`config.mk`:
```
export PLATFORM = sky130hd
export DESIGN_NAME = bus_port_fifo
export DESIGN_NICKNAME = d
export VERILOG_FILES = /design/src/rtl/bus_port_fifo.sv
export SDC_FILE = /design/constraint.sdc
export NUM_CORES = 1
export LEC_CHECK = 0
export BUFFER_PORTS_ARGS = -buffer_cell sky130_fd_sc_hd__buf_4
export CAP_MARGIN = 5
export CORE_UTILIZATION = 45
export DETAILED_ROUTE_END_ITERATION = 7
export PLACE_DENSITY_LB_ADDON = 0.12
export SYNTH_ARGS = -nofsm -noshare
export SYNTH_HDL_FRONTEND = slang
export SYNTH_SLANG_ARGS = --single-unit
```
`constraint.sdc`:
```
create_clock -name clk -period 3.12 [get_ports clk]
set_input_delay 0.312 -clock clk [delete_from_list [all_inputs] [get_ports clk]]
set_output_delay 0.312 -clock clk [all_outputs]
set_load 0.05 [all_outputs]
```
`src/rtl/bus_port_fifo.sv`:
```
// Bus port with two independent circular FIFOs: TX (device -> bus arbiter) and
// RX (bus -> device), each show-ahead with occupancy counts and sticky error flags.
module bus_port_fifo #(
  parameter int pckg_sz = 16,
  parameter int depth   = 8
) (
  input  logic                       clk,
  input  logic                       reset,
  input  logic                       dev_wr,
  input  logic [pckg_sz-1:0]         dev_wr_data,
  output logic                       tx_full,
  output logic                       pndng,
  output logic [pckg_sz-1:0]         D_pop,
  input  logic                       pop,
  input  logic                       push,
  input  logic [pckg_sz-1:0]         D_push,
  output logic                       rx_valid,
  output logic [pckg_sz-1:0]         rx_data,
  input  logic                       dev_rd,
  output logic                       rx_full,
  output logic [$clog2(depth+1)-1:0] tx_count,
  output logic [$clog2(depth+1)-1:0] rx_count,
  output logic                       tx_ovf,
  output logic                       rx_ovf,
  output logic                       tx_udf
);

  localparam int aw = $clog2(depth);
  localparam int cw = $clog2(depth+1);
  localparam logic [cw-1:0] full_cnt = cw'(depth);

  logic [pckg_sz-1:0] tx_mem [depth];
  logic [pckg_sz-1:0] rx_mem [depth];
  logic [aw-1:0]      tx_wr_ptr, tx_rd_ptr, rx_wr_ptr, rx_rd_ptr;

  logic tx_pop_ok, tx_wr_ok, rx_rd_ok, rx_wr_ok;

  // A write into a full FIFO is still accepted when the head leaves in the same cycle
  assign tx_pop_ok = pop && (tx_count != '0);
  assign tx_wr_ok  = dev_wr && ((tx_count != full_cnt) || tx_pop_ok);
  assign rx_rd_ok  = dev_rd && (rx_count != '0);
  assign rx_wr_ok  = push && ((rx_count != full_cnt) || rx_rd_ok);

  assign pndng    = (tx_count != '0);
  assign rx_valid = (rx_count != '0);
  assign tx_full  = (tx_count == full_cnt);
  assign rx_full  = (rx_count == full_cnt);
  assign D_pop    = pndng ? tx_mem[tx_rd_ptr] : '0;
  assign rx_data  = rx_valid ? rx_mem[rx_rd_ptr] : '0;

  always_ff @(posedge clk) begin
    if (reset) begin
      tx_wr_ptr <= '0;
      tx_rd_ptr <= '0;
      tx_count  <= '0;
      tx_ovf    <= 1'b0;
      tx_udf    <= 1'b0;
    end else begin
      if (tx_wr_ok)
        tx_wr_ptr <= tx_wr_ptr + aw'(1);
      if (tx_pop_ok)
        tx_rd_ptr <= tx_rd_ptr + aw'(1);
      if (tx_wr_ok && !tx_pop_ok)
        tx_count <= tx_count + cw'(1);
      else if (!tx_wr_ok && tx_pop_ok)
        tx_count <= tx_count - cw'(1);
      if (dev_wr && !tx_wr_ok)
        tx_ovf <= 1'b1;
      if (pop && (tx_count == '0))
        tx_udf <= 1'b1;
    end
  end

  always_ff @(posedge clk) begin
    if (reset) begin
      rx_wr_ptr <= '0;
      rx_rd_ptr <= '0;
      rx_count  <= '0;
      rx_ovf    <= 1'b0;
    end else begin
      if (rx_wr_ok)
        rx_wr_ptr <= rx_wr_ptr + aw'(1);
      if (rx_rd_ok)
        rx_rd_ptr <= rx_rd_ptr + aw'(1);
      if (rx_wr_ok && !rx_rd_ok)
        rx_count <= rx_count + cw'(1);
      else if (!rx_wr_ok && rx_rd_ok)
        rx_count <= rx_count - cw'(1);
      if (push && !rx_wr_ok)
        rx_ovf <= 1'b1;
    end
  end

  // Storage is never reset; the pointers and counts alone define what is valid
  always_ff @(posedge clk) begin
    if (tx_wr_ok)
      tx_mem[tx_wr_ptr] <= dev_wr_data;
    if (rx_wr_ok)
      rx_mem[rx_wr_ptr] <= D_push;
  end

endmodule

```
* Yosys cells after proc, flatten, opt, wreduce, memory -nomap -nowiden
Memories as Yosys holds them, arrays and structs flattened. A register that Yosys moved wholly into a read port is not among the register bits.
Cells that the tools add are included.
W data, S select, Z words.
** Cells by class
- Reduce and logical (&&, ||, !) cells :: 22
- Eq/ne operators :: 4
- Add/subtract/negate cells :: 8
- Mux-type cells :: 14
** Operators by type and width (count)
- $mux W16 :: 2
- $mux W4 :: 4
- $add A3 B1 Y3 const B :: 4
- $mux W3 :: 4
- $logic_and A1 B1 Y1 :: 11
- $add A4 B1 Y4 const B :: 2
- $eq A4 B4 Y1 const B :: 2
- $ne A4 B4 Y1 const B :: 2
- $reduce_bool A4 Y1 :: 2
- $sub A4 B1 Y4 const B :: 2
- $logic_not A1 Y1 :: 4
- $logic_not A4 Y1 :: 1
- $mux W1 :: 4
- $reduce_bool A2 Y1 :: 2
- $logic_or A1 B1 Y1 :: 2
** Word-level totals
- Bits of input ports :: 38
- Register bits :: 23
- Memories kept :: 2
- Memory bits (writable) :: 256
- Output and inout bits :: 47
** Memories
- rx_mem :: words 8, width 16, read ports 1, clocked after memory_dff 1, write ports 1, line 33 : logic [pckg_sz-1:0] rx_mem [depth];
- tx_mem :: words 8, width 16, read ports 1, clocked after memory_dff 1, write ports 1, line 32 : logic [pckg_sz-1:0] tx_mem [depth];

* Longest topological paths before layout
Gate-level depths: netlist (run 1).
- Depth in word-level cells :: 8
- Mapped depth :: 10
- Depth with buffers taken out :: 10

* Worst setup path before layout (run 1)
Ideal clock, no wire load.
- Path type :: reg2reg
- Start :: register rx_count[0]
- End :: memory rx_mem[4][0] (enable)
- Arrival :: 2.922 ns
- Clock period less this slack :: 3.358 ns
- Slack :: -0.238 ns
- Setup time :: 0.436 ns
- Cell stages (with the launch flop) :: 4
- Cell sequence :: dfxtp_1 > or4b_4 > o21ai_4 > nor4b_1
** On the way
- Longest elaborated chain between the ends :: 6
** RTL lines
- start, declared :: line 22 : output logic [$clog2(depth+1)-1:0] rx_count,
- start signal, assigned :: line 86 : rx_count <= rx_count + cw'(1);
- start signal, assigned :: line 88 : rx_count <= rx_count - cw'(1);
- $reduce_bool A4 Y1 :: line 41 : assign rx_rd_ok = dev_rd && (rx_count != '0);
- $logic_and A1 B1 Y1 :: line 41
- $logic_or A1 B1 Y1 * :: line 42 : assign rx_wr_ok = push && ((rx_count != full_cnt) || rx_rd_ok);
- $logic_and A1 B1 Y1 * :: line 42
- $mux W1 * :: line 98 : if (rx_wr_ok)
- $mux W1 (not written as such) * :: line 99 : rx_mem[rx_wr_ptr] <= D_push;
- end, declared :: line 33
Every way passes the cells marked *; elsewhere a longest branch is shown, timed or not.

* Worst setup path in the final report (run 1)
- Start :: register rx_count[3]
- End :: register rx_count[3]
** On the way
- Longest elaborated chain between the ends :: 7
** RTL lines
- $reduce_bool A4 Y1 :: line 41
- $logic_and A1 B1 Y1 :: line 41
- $logic_or A1 B1 Y1 * :: line 42
- $logic_and A1 B1 Y1 * :: line 42
- via rx_wr_ok :: line 36 : logic tx_pop_ok, tx_wr_ok, rx_rd_ok, rx_wr_ok;
- $logic_not A1 Y1 :: line 87 : else if (!rx_wr_ok && rx_rd_ok)
- $logic_and A1 B1 Y1 :: line 87
- $reduce_bool A2 Y1 (no source line)
Mark *: on every way through the listed nets, which the timed path passes. The rest lies on a longest branch. The select of a mux whose other input is x is not followed.
A chain may end at the register's enable or synchronous reset.

==> summary.md, run 1 <==
| Metric | Value |
|---|---|
| TNS Setup | 0 ns |
| Reg2reg setup slack | ~0.15 ns |
| RR Startpoint | rx_count[3] |
| Final worst-path cycle share | 0.951 |
| Seq pwr share | 0.379 |
| Place WS | 0.177 ns |
| Setup Skew | 0.0230 ns |
| VDD IR max | between 0.0005 and 0.0006 V |
| Vias per inst | around 5.2 |
| Layout net count | roughly 770 |
| Sw power | 4.01 mW |
| Crit Path Max Fanout | 5 |
| Commonest cells post-synth | edfxtp_1, mux4_2, nor2_1, mux2i_1, dfxtp_1 |
| Comb power frac | 0.329 |
| TritonCTS clock tree | done |
| Die area | 25400 um2 |
| Finish-stage setup viols | 0 |
| Routed WL | about 22 mm |
| Reg clk slew, reported paths | around 0.06 ns |
| CTS buffer count | 30 |
| Critical path's slowest cell | or4b_4 |
| Outcome | finished, final reports clean |
| Int Pwr | 8.08 mW |
| Hold Crit Start | push |
| Standard-cell rows | 57 |
| Endpoints failing hold | 0 |
| Sw Ratio | 0.332 |
| Hold Path Sink | rx_ovf |
| Max_slew headroom | 0.473 |
| Arrival time worst endpoint | 3.40 ns |
| All-Layer GR Usage | 0.175 |
| Final core occ | 0.564 |
| Main synth FF type | edfxtp_1 |
| 1st-iter DRT viols | between 200 and 250 |
| Final Critical Period | around 3 ns |
| Reg-to-reg endpoint | rx_count[3] |
| Worst hold stages | 3 |
| Seq cells post-synth | 285 |
| Top cell type's share of synthesized area | 0.690 |
| Antenna fix cells | 0 |
| Final HPWL DP | approximately 13 mm |
| Footprint of the multi-input gates | roughly 2800 um2 |
| Slowest cell delay on critical path | 0.54 ns |
| CTS root buffer | clkbuf_16 |
| Die height | 159 um |
| Buffers & Inverters on Critical Path | 2 |
| Leak | 4.60 nW |
| DR pass1 iterations | 5 |
| Clock power share | 0.292 |
| Global-route wire length before repair | 33.8 mm |
| # IOs | 85 |
| Critical-path cell list | or4b_4, o21ai_4, inv_4, ha_1, inv_1, ha_1, a21oi_1, a211oi_1, a31oi_1, mux2_2 |
| Worst Hold Class | input pin to flip-flop |
| Routability cong. | 0.789 |
| Initial antenna violation count | 0 |
| Fraction of layout cells with a size suffix above 1 | 0.336 |
| Area of the core | between 20000 and 25000 um2 |
| Unique cell type count in the Yosys netlist | 35 |
| Setup WS post-layout | 0.153 ns |
| DRC Markers | 0 |
| Largest net degree at the start of global routing | 33 |
| Max Cap Viol | 0 |
| Slew Limit Fails | 0 |
| Number of cells on the critical path | 10 |
| Layout area overhead | 23.0% |
| Drt wl/cell | 20.4 um |
| CTS max path bufs | 3 |
| RSZ-0062 raised after global routing | false |
| Via count | approximately 5600 |
| Peak Freq | 337 MHz |
| Initial Util | 0.458 |
| Final ANT Viol Nets | 0 |
| Critical path class | flip-flop to flip-flop |
| Number of global-route vias before repair | around 6000 |
| CP most frequent cell | ha_1 |
| CP top delay family | compound AO/OA/AOI/OAI gates |
| Worst-Skew Late Latency | 0.56 ns |
| Seq/Total Area, Yosys | 0.742 |
| # port buffers | 84 |
| Fraction of registers with async set/reset | 0 |
| Die X | approximately 160 um |
| H-Tree Depth | 1 |
| Mapped Area | 11100 um2 |
| CP Capture Type | flip-flop |
| Power density cells | 882 nW/um2 |
| Clock sinks | 285 |
| Synth warn | 0 |
| Reg area | between 8000 and 9000 um2 |
| Cells on worst reg2reg path | 10 |
| Actual slew at the worst max-slew pin | 0.784 ns |
| Area contributors post-synth | edfxtp_1, mux4_2, dfxtp_1 |
| Syn Inst Count | ~570 |
| CP required | roughly 3.6 ns |
| Worst setup SP type | flip-flop |
| Syn_area_per_cell | 19.7 um2 |
| Most common cell in the synthesized netlist | edfxtp_1 |
| Syn nets | 615 |
| # fillers | 1880 |
| Total congestion overflow | 0 |
| Cell taking the most area after synthesis | edfxtp_1 |
| Post-synth EDFFs | 256 |
## state kept, by name, summed over array words and instances (netlist names), named ones only
name / flops
rx_rd_ptr: 3
tx_ovf: 1
rx_mem: 128
tx_count: 4
tx_udf: 1
tx_rd_ptr: 3
tx_wr_ptr: 3
tx_mem: 128
rx_count: 4
rx_ovf: 1
rx_wr_ptr: 3
## worst register-to-register path, delay by kind of cell, from the launching register on
kind	cells	cell delay [ns]
AND/OR/NAND/NOR	1	0.54
buffers and inverters	2	0.24
adder cells (fa/ha/maj)	2	0.51
flip-flops	1	0.44
AO/OA/AOI/OAI	4	0.78
multiplexers	1	0.35
## cells in the final DEF (no fill, tap or decap), types with 2 or more instances in the layout
| cell | count |
|---|---|
| edfxtp_1 | 256 |
| buf_4 | 111 |
| mux4_2 | 64 |
| nor2_1 | 63 |
| mux2i_1 | 34 |
| dlygate4sd3_1 | 32 |
| clkbuf_16 | 30 |
| dfxtp_1 | 27 |
| nand2_1 | 11 |
| a21oi_1 | 10 |
| ha_1 | 10 |
| clkbuf_1 | 9 |
| xor2_1 | 8 |
| nor3_2 | 7 |
| clkinv_1 | 7 |
| nand3_1 | 6 |
| nor4_4 | 4 |
| inv_1 | 4 |
| bufinv_16 | 4 |
| inv_2 | 2 |
| or4b_4 | 2 |
| o21ai_4 | 2 |
| inv_4 | 2 |
| nand2b_1 | 2 |
| nand2_2 | 2 |
| nor3b_2 | 2 |
| xnor2_1 | 2 |
| xnor2_2 | 2 |
| nor2b_1 | 2 |
| a211oi_1 | 2 |
| a31oi_1 | 2 |
| mux2_2 | 2 |
| o211ai_1 | 2 |
| fa_1 | 2 |
| dfxtp_2 | 2 |
| clkinv_2 | 2 |
| clkinvlp_4 | 2 |
| buf_12 | 2 |
## metrics by stage
| step | hold WS [ns] | instances | power, mW | cell area, um2 |
|---|---|---|---|---|
| 2_1_floorplan | 0.411 | 565 | 7.51 | 11200 |
| 3_3_place_gp | 0.454 | 974 | 8.59 | 12400 |
| 3_5_place_dp | 0.473 | 974 | 8.67 | 12400 |
| 4_1_cts | 0.0270 | 1062 | 12.3 | 13700 |
| 5_1_grt | 0.0472 | 1063 | 12.6 | 13700 |
| 6_report | 0.0433 | 1063 | 12.1 | 13700 |
## power by group through the flow
stage / Clock, mW / Sequential (mW) / Combinational, mW
2_1_floorplan: 0 / 4.75 / 2.76
3_3_place_gp: 0 / 4.65 / 3.94
3_5_place_dp: 0 / 4.67 / 4.00
4_1_cts: 3.62 / 4.59 / 4.04
5_1_grt: 3.76 / 4.61 / 4.23
6_report: 3.53 / 4.58 / 3.98
## logic make-up (layout without fill, tap and decap cells)
group           count (synthesis)  after routing  synth area share
flops                         285            285             0.742
buf+inv                        35            209            0.0146
compound gates                 19             19            0.0120
fa+ha+maj                      12             12            0.0148
mux                           100            100             0.162
xor+xnor                       12             12            0.0108
simple gates                  102            102            0.0437
## metal layers
| metal | wire length, um | global-route usage |
|---|---|---|
| met5 | 0 | 0 |
| met4 | 429 | 0.0455 |
| met3 | 897 | 0.0284 |
| met2 | 11800 | 0.329 |
| met1 | 8610 | 0.208 |
## cell type report
class	count	share of cell area
Clock buffer	40	0.0582
Clock inverter	16	0.0147
Inverter	8	0.00256
Multi-Input combinational cell	245	0.204
Sequential cell	285	0.603
Tap cell	324	0.0296
Timing Repair Buffer	145	0.0871
## repair_timing
action / 4_1_cts / 5_1_grt
endpoints found under the setup margin: 0 / 1
hold buffers: 32 / 0
endpoints found under the hold margin: 256 / 0
resized for setup: 0 / 0
buffers inserted: 0 / 1
## worst max-delay path by stage
stage	startpoint	end	slack [ns]
2_1_floorplan	rx_count[3]	rx_count[3]	0.13
3_3_place_gp	rx_count[3]	rx_count[3]	0.31
3_5_place_dp	tx_count[1]	tx_count[3]	0.18
4_1_cts	tx_count[1]	tx_count[3]	0.16
5_1_grt	tx_count[1]	tx_count[3]	0.02
6_report	rx_count[3]	rx_count[3]	0.15
(Power assumes the default switching activity.)
==> run 2, diff against run 1 <==
- clock period: 3.12 -> 3.2 ns (I/O delays scaled with it)
==> run 2 against run 1 <==
  * Clock skew fell by 0.016 ns
  * First-iteration DRC count is 18% higher
  * Hold slack worse by 0.026 ns
  * Die area stayed put
  * Non-clock buffer count is 11 lower
  * Global-route usage about the same
  * Critical path depth unchanged
  * Count of clock-buffer cells in the layout down 6
  * Worst setup slack better by 0.088 ns
  * Fmax increased by 0.28%
  * Clock power shrank 9.3%
  * Critical path type unchanged
  * Largest cell class unchanged
  * Largest power group unchanged
==> summary.md, run 2 (synthesized netlist as in run 1, its figures left out) <==
| Metric | Value |
|---|---|
| Outcome | finished, final reports clean |
| Initial Util | 0.458 (unchanged) |
| Power density cells | 853 nW/um2 (-3.4%) |
| CTS root buffer | clkbuf_16 |
| TritonCTS clock tree | done |
| Routability cong. | 0.759 (-3.8%) |
| Peak Freq | 338 MHz (+0.28%) |
| Max_slew headroom | 0.371 (-0.102) |
| Reg area | 8270 um2 (unchanged) |
| CP required | 3.63 ns (+0.08 ns) |
| Area of the core | 24300 um2 (unchanged) |
| Final Critical Period | 2.96 ns (-0.00815 ns) |
| Setup Skew | 0.00725 ns (-0.0158 ns) |
| H-Tree Depth | 1 (unchanged) |
| Layout area overhead | 21.2% |
| Final HPWL DP | 12.5 mm (-1.9%) |
| Leak | 4.51 nW (-2.0%) |
| # fillers | 1868 (-0.64%) |
| TNS Setup | 0 ns (unchanged) |
| Final worst-path cycle share | 0.925 (-0.0263) |
| Die X | 159 um (unchanged) |
| Area of placed instances | 12300 um2 (-0.39%) |
| Worst Hold Class | input pin to flip-flop |
| 1st-iter DRT viols | 279 (+18%) |
| Worst setup SP type | flip-flop |
| Standard-cell rows | 57 (unchanged) |
| Most common cell after layout, fill and taps aside | edfxtp_1 |
| Worst-Skew Late Latency | 0.54 ns (-0.02 ns) |
| Routed WL | 21.5 mm (-0.87%) |
| Most frequent cells in the layout | edfxtp_1, buf_4, mux4_2 |
| Global-route wire length before repair | 33.6 mm (-0.67%) |
| Top Registers | rx_mem (128), tx_mem (128) |
| Number of global-route vias before repair | 5899 (-1.8%) |
| Actual slew at the worst max-slew pin | 0.941 ns (+0.156 ns) |
| Final instance area | 13500 um2 (-1.5%) |
| Die height | 159 um (unchanged) |
| # IOs | 85 (unchanged) |
| Total congestion overflow | 0 (unchanged) |
| All-Layer GR Usage | 0.175 (about the same) |
| Final ANT Viol Nets | 0 (unchanged) |
| Drt wl/cell | 20.5 um (+0.45%) |
| Crit Path Max Fanout | 6 (+1) |
| DRC Markers | 0 (unchanged) |
| CP Capture Type | flip-flop |
| Antenna fix cells | 0 (unchanged) |
| Fraction of layout cells with a size suffix above 1 | 0.332 (-0.00317) |
| Reg clk slew, reported paths | 0.06 ns (about the same) |
| Via count | 5534 (-0.32%) |
| Largest net degree at the start of global routing | 33 (unchanged) |
| DR pass1 iterations | 6 (+1) |
| Critical path class | flip-flop to flip-flop |
| Clock sinks | 285 (unchanged) |
| # port buffers | 84 (unchanged) |
| Post-CTS sizing | 0 (unchanged) |
| Initial antenna violation count | 0 (unchanged) |
| Reg2reg setup slack | 0.24 ns (+0.09 ns) |
| Endpoints failing hold | 0 (unchanged) |
| Die area | 25400 um2 (unchanged) |
| Finish-stage setup viols | 0 (unchanged) |
| CTS max path bufs | 3 (unchanged) |
| RSZ-0062 raised after global routing | false |
| Layout net count | 753 (-1.6%) |
| Footprint of the multi-input gates | 2790 um2 (-0.40%) |
| VDD IR max | 0.000546 V (-8.1%) |
| Slew Limit Fails | 0 (unchanged) |
| Vias per inst | 5.28 (+1.0%) |
| Arrival time worst endpoint | 3.39 ns (about the same) |
| CTS buffer count | 29 (-3.3%) |
| Max Cap Viol | 0 (unchanged) |
==> run 2: changes by cell type in the layout (fill, tap and decap cells not counted), sizes merged <==
cell	change
inv	+1
clkinv	+4
bufinv	-1
clkinvlp	-1
clkbuf	-6
buf	-6
dlygate4sd3	-5
==> run 2: report_power, final <==
group | leakage (nW) | internal (mW) | switching (mW)
clock network | 0.444 | 1.89 | 1.31
logic | 1.50 | 1.47 | 2.28
registers | 2.56 | 4.30 | 0.266
total | 4.51 | 7.66 | 3.86
==> run 2: stage by stage <==
| step | setup WS (ns) | hold WS (ns) | cells | power [mW] | util |
|---|---|---|---|---|---|
| 2_1_floorplan | 0.0577 | 0.419 | 565 | 7.32 | - |
| 3_3_place_gp | 0.361 | 0.455 | 969 | 8.36 | 0.507 |
| 3_5_place_dp | 0.255 | 0.464 | 969 | 8.43 | 0.507 |
| 4_1_cts | 0.246 | 0.000222 | 1049 | 11.7 | 0.555 |
| 5_1_grt | 0.0771 | 0.0123 | 1049 | 12.0 | 0.555 |
| 6_report | 0.241 | 0.0178 | 1049 | 11.5 | 0.555 |
==> run 2: path summary, 6_finish.rpt <==
| path | startpoint | end | cells past startpoint |
|---|---|---|---|
| max | tx_count[0] | tx_count[3] | 10 |
| min | dev_wr_data[13] | tx_mem[3][13] | 1 |
| max reg2reg | tx_count[0] | tx_count[3] | 10 |
| min reg2reg | tx_udf | tx_udf | 2 |
==> run 2: critical path: stages, from the launching register on <==
cell      delay [ns]
dfxtp_1         0.41
or4b_4          0.62
o21ai_4         0.28
inv_4           0.08
ha_1            0.23
inv_1           0.13
ha_1            0.28
a21oi_1         0.21
a211oi_1        0.10
a31oi_1         0.16
mux2_2          0.35
==> run 2: final cells by class <==
| type | count | share of cell area |
|---|---|---|
| multi-input combinational | 245 | 0.207 |
| inverter | 8 | 0.00259 |
| timing repair buffer | 134 | 0.0813 |
| clock inverter | 19 | 0.0120 |
| sequential | 285 | 0.612 |
| tap | 324 | 0.0300 |
| clock buffer | 34 | 0.0551 |
==> run 2: timing repair <==
action                    in CTS  in global routing
setup buffers                  0                  0
hold endpoints to repair     203                  0
hold buffers                  27                  0
==> run 2: layer usage <==
layer | vias up | part of all wire | GRT usage
met5 | - | 0 | 0
met4 | 0 | 0.019 | 0.0433
met3 | 30 | 0.041 | 0.0271
met2 | 121 | 0.53 | 0.321
met1 | 2852 | 0.41 | 0.218
li1 | 2531 | - | -
==> run 3, diff against run 2 <==
- CELL_PAD_IN_SITES_DETAIL_PLACEMENT: not set -> 0
- CELL_PAD_IN_SITES_GLOBAL_PLACEMENT: not set -> 1
==> run 3 against run 2 <==
  * Global-route usage about the same
  * Final area decreased by 2.3%
  * Fmax decreased by 0.23%
  * Hold slack improved by 0.0071 ns
  * Count of clock-buffer cells in the layout decreased by 1
  * Worst setup slack got worse by 0.0069 ns
  * Sequential power about the same
  * Critical path type unchanged
  * Largest power group unchanged
==> summary.md, run 3 (synthesized netlist as in run 1, its figures left out) <==
| Metric | Value |
|---|---|
| # port buffers | 84 (unchanged) |
| Via count | 5431 (-1.9%) |
| CTS buffer count | 29 (unchanged) |
| Final HPWL DP | 12.9 mm (+3.5%) |
| Actual slew at the worst max-slew pin | 1.07 ns (+0.125 ns) |
| Most common cell after layout, fill and taps aside | edfxtp_1 |
| Final worst-path cycle share | 0.927 (+0.00216) |
| Reg clk slew, reported paths | 0.06 ns (about the same) |
| Vias per inst | 5.35 (+1.3%) |
| All-Layer GR Usage | 0.175 (about the same) |
| Worst Hold Class | input pin to flip-flop |
| Reg-to-reg endpoint | rx_count[3] |
| Drt wl/cell | 21.3 um (+3.7%) |
| Largest net degree at the start of global routing | 33 (unchanged) |
| Critical path class | flip-flop to flip-flop |
| Layout area overhead | 18.4% |
| 1st-iter DRT viols | 258 (-7.5%) |
| Layout net count | 724 (-3.9%) |
| CP required | 3.62 ns (about the same) |
| Area of placed instances | 12400 um2 (+0.22%) |
| Crit. Startpoint | rx_count[0] |
| # IOs | 85 (unchanged) |
| Sw power | 3.80 mW (-1.4%) |
| Clock sinks | 285 (unchanged) |
| Initial Util | 0.458 (unchanged) |
| Footprint of the multi-input gates | 2840 um2 (+1.8%) |
| Most frequent cells in the layout | edfxtp_1, buf_4, mux4_2 |
| Standard-cell rows | 57 (unchanged) |
| Total congestion overflow | 0 (unchanged) |
| Final Critical Period | 2.97 ns (+0.00690 ns) |
| TritonCTS clock tree | done |
| Reg area | 8270 um2 (unchanged) |
| Max Cap Viol | 0 (unchanged) |
| Worst-Skew Late Latency | 0.53 ns (about the same) |
| Final core occ | 0.542 (-0.0129) |
| Final Power | 11.3 mW (-2.1%) |
| CP Capture Type | flip-flop |
| Routability cong. | 0.749 (-1.3%) |
| DR pass1 iterations | 4 (-2) |
| Cts hold-fix bufs | 0 (-100%) |
| Leak | 4.33 nW (-3.9%) |
| Antenna fix cells | 0 (unchanged) |
| Number of global-route vias before repair | 5857 (-0.71%) |
| Worst setup SP type | flip-flop |
| Die X | 159 um (unchanged) |
| Final instance area | 13200 um2 (-2.3%) |
| Setup Skew | 0.00814 ns (+0.000890 ns) |
| CTS max path bufs | 3 (unchanged) |
| # fillers | 1908 (+2.1%) |
| Arrival time worst endpoint | 3.38 ns (about the same) |
| VDD IR max | 0.000493 V (-9.7%) |
| Die area | 25400 um2 (unchanged) |
| Endpoints failing hold | 0 (unchanged) |
| DRC Markers | 0 (unchanged) |
| RR Startpoint | rx_count[0] |
| Sw Ratio | 0.337 (+0.00265) |
| H-Tree Depth | 1 (unchanged) |
| Outcome | finished, final reports clean |
| Comb power frac | 0.333 (+0.007) |
| CP Capture Point | rx_count[3] |
| Crit Path Max Fanout | 6 (unchanged) |
| Final ANT Viol Nets | 0 (unchanged) |
| Int Pwr | 7.47 mW (-2.5%) |
| Fraction of layout cells with a size suffix above 1 | 0.335 (+0.00285) |
| CTS root buffer | clkbuf_16 |
| Finish-stage setup viols | 0 (unchanged) |
| Top Registers | rx_mem (128), tx_mem (128) |
| TNS Setup | 0 ns (unchanged) |
| Area of the core | 24300 um2 (unchanged) |
| Power density cells | 854 nW/um2 (+0.18%) |
| Cells on worst reg2reg path | 10 (unchanged) |
| Clock power share | 0.264 (-0.014) |
| Global-route wire length before repair | 33.5 mm (-0.29%) |
| Max_slew headroom | 0.287 (-0.0836) |
| Setup WS post-layout | 0.234 ns (-0.00690 ns) |
| Die height | 159 um (unchanged) |
| Initial antenna violation count | 0 (unchanged) |
| Reg2reg setup slack | 0.23 ns (about the same) |
| Place WS | 0.142 ns (-0.112 ns) |
| RSZ-0062 raised after global routing | false |
| Seq pwr share | 0.402 (+0.006) |
| Slew Limit Fails | 0 (unchanged) |
| Peak Freq | 337 MHz (-0.23%) |
| Routed WL | 21.6 mm (+0.41%) |
[run 3: cell type report]
cell class / count / share of cell area
flip-flops and latches: 285 / 0.627
multi-input cells: 245 / 0.215
repair buffers: 105 / 0.0616
clock buffers: 33 / 0.0561
well taps: 324 / 0.0307
clock inverters: 16 / 0.00673
inverters: 8 / 0.00266
[run 3: per-stage QoR]
step	std cells	hold WS (ns)
finish	1016	0.0248
global route	1016	0.00728
CTS	1015	0.00285
detailed placement	966	0.469
global placement	966	0.456
floorplan	565	0.419
[run 3: how the worst min path moves through the flow]
stage	start	to	slack [ns]	depth (start not counted)
floorplan	D_push[0]	rx_mem[0][0]	0.42	0
global placement	rx_ovf	rx_ovf	0.46	2
detailed placement	rx_ovf	rx_ovf	0.47	2
CTS	D_push[15]	rx_mem[3][15]	0.003	1
global route	D_push[15]	rx_mem[3][15]	0.007	1
finish	D_push[15]	rx_mem[3][15]	0.02	1
[run 3: power groups by stage]
| stage | combinational [mW] | clock [mW] | sequential (mW) |
|---|---|---|---|
| 5_1_grt | 4.00 | 3.20 | 4.57 |
| 4_1_cts | 3.83 | 3.06 | 4.54 |
| 2_1_floorplan | 2.69 | 0 | 4.63 |
| 3_5_place_dp | 3.82 | 0 | 4.62 |
| 6_report | 3.76 | 2.98 | 4.54 |
| 3_3_place_gp | 3.78 | 0 | 4.60 |
[run 3: critical path: stages, from the launching register on]
cell and delay, ns:
dfxtp_1 0.40, or4b_4 0.61, o21ai_4 0.30, inv_4 0.09, ha_1 0.22, inv_1 0.13
ha_1 0.29, a21oi_1 0.20, a211oi_1 0.11, a31oi_1 0.16, mux2_2 0.34
[run 3: routing by layer]
layer | global-route usage | part of all wire
met1 | 0.208 | 0.41
met3 | 0.0276 | 0.034
met5 | 0 | 0
met2 | 0.332 | 0.54
met4 | 0.0411 | 0.021
[run 3: timing repair]
action                                  CTS  global route
endpoints found under the setup margin    0             1
resized for setup                         0             0
buffers inserted                          0             1
hold endpoints to repair                  0             0
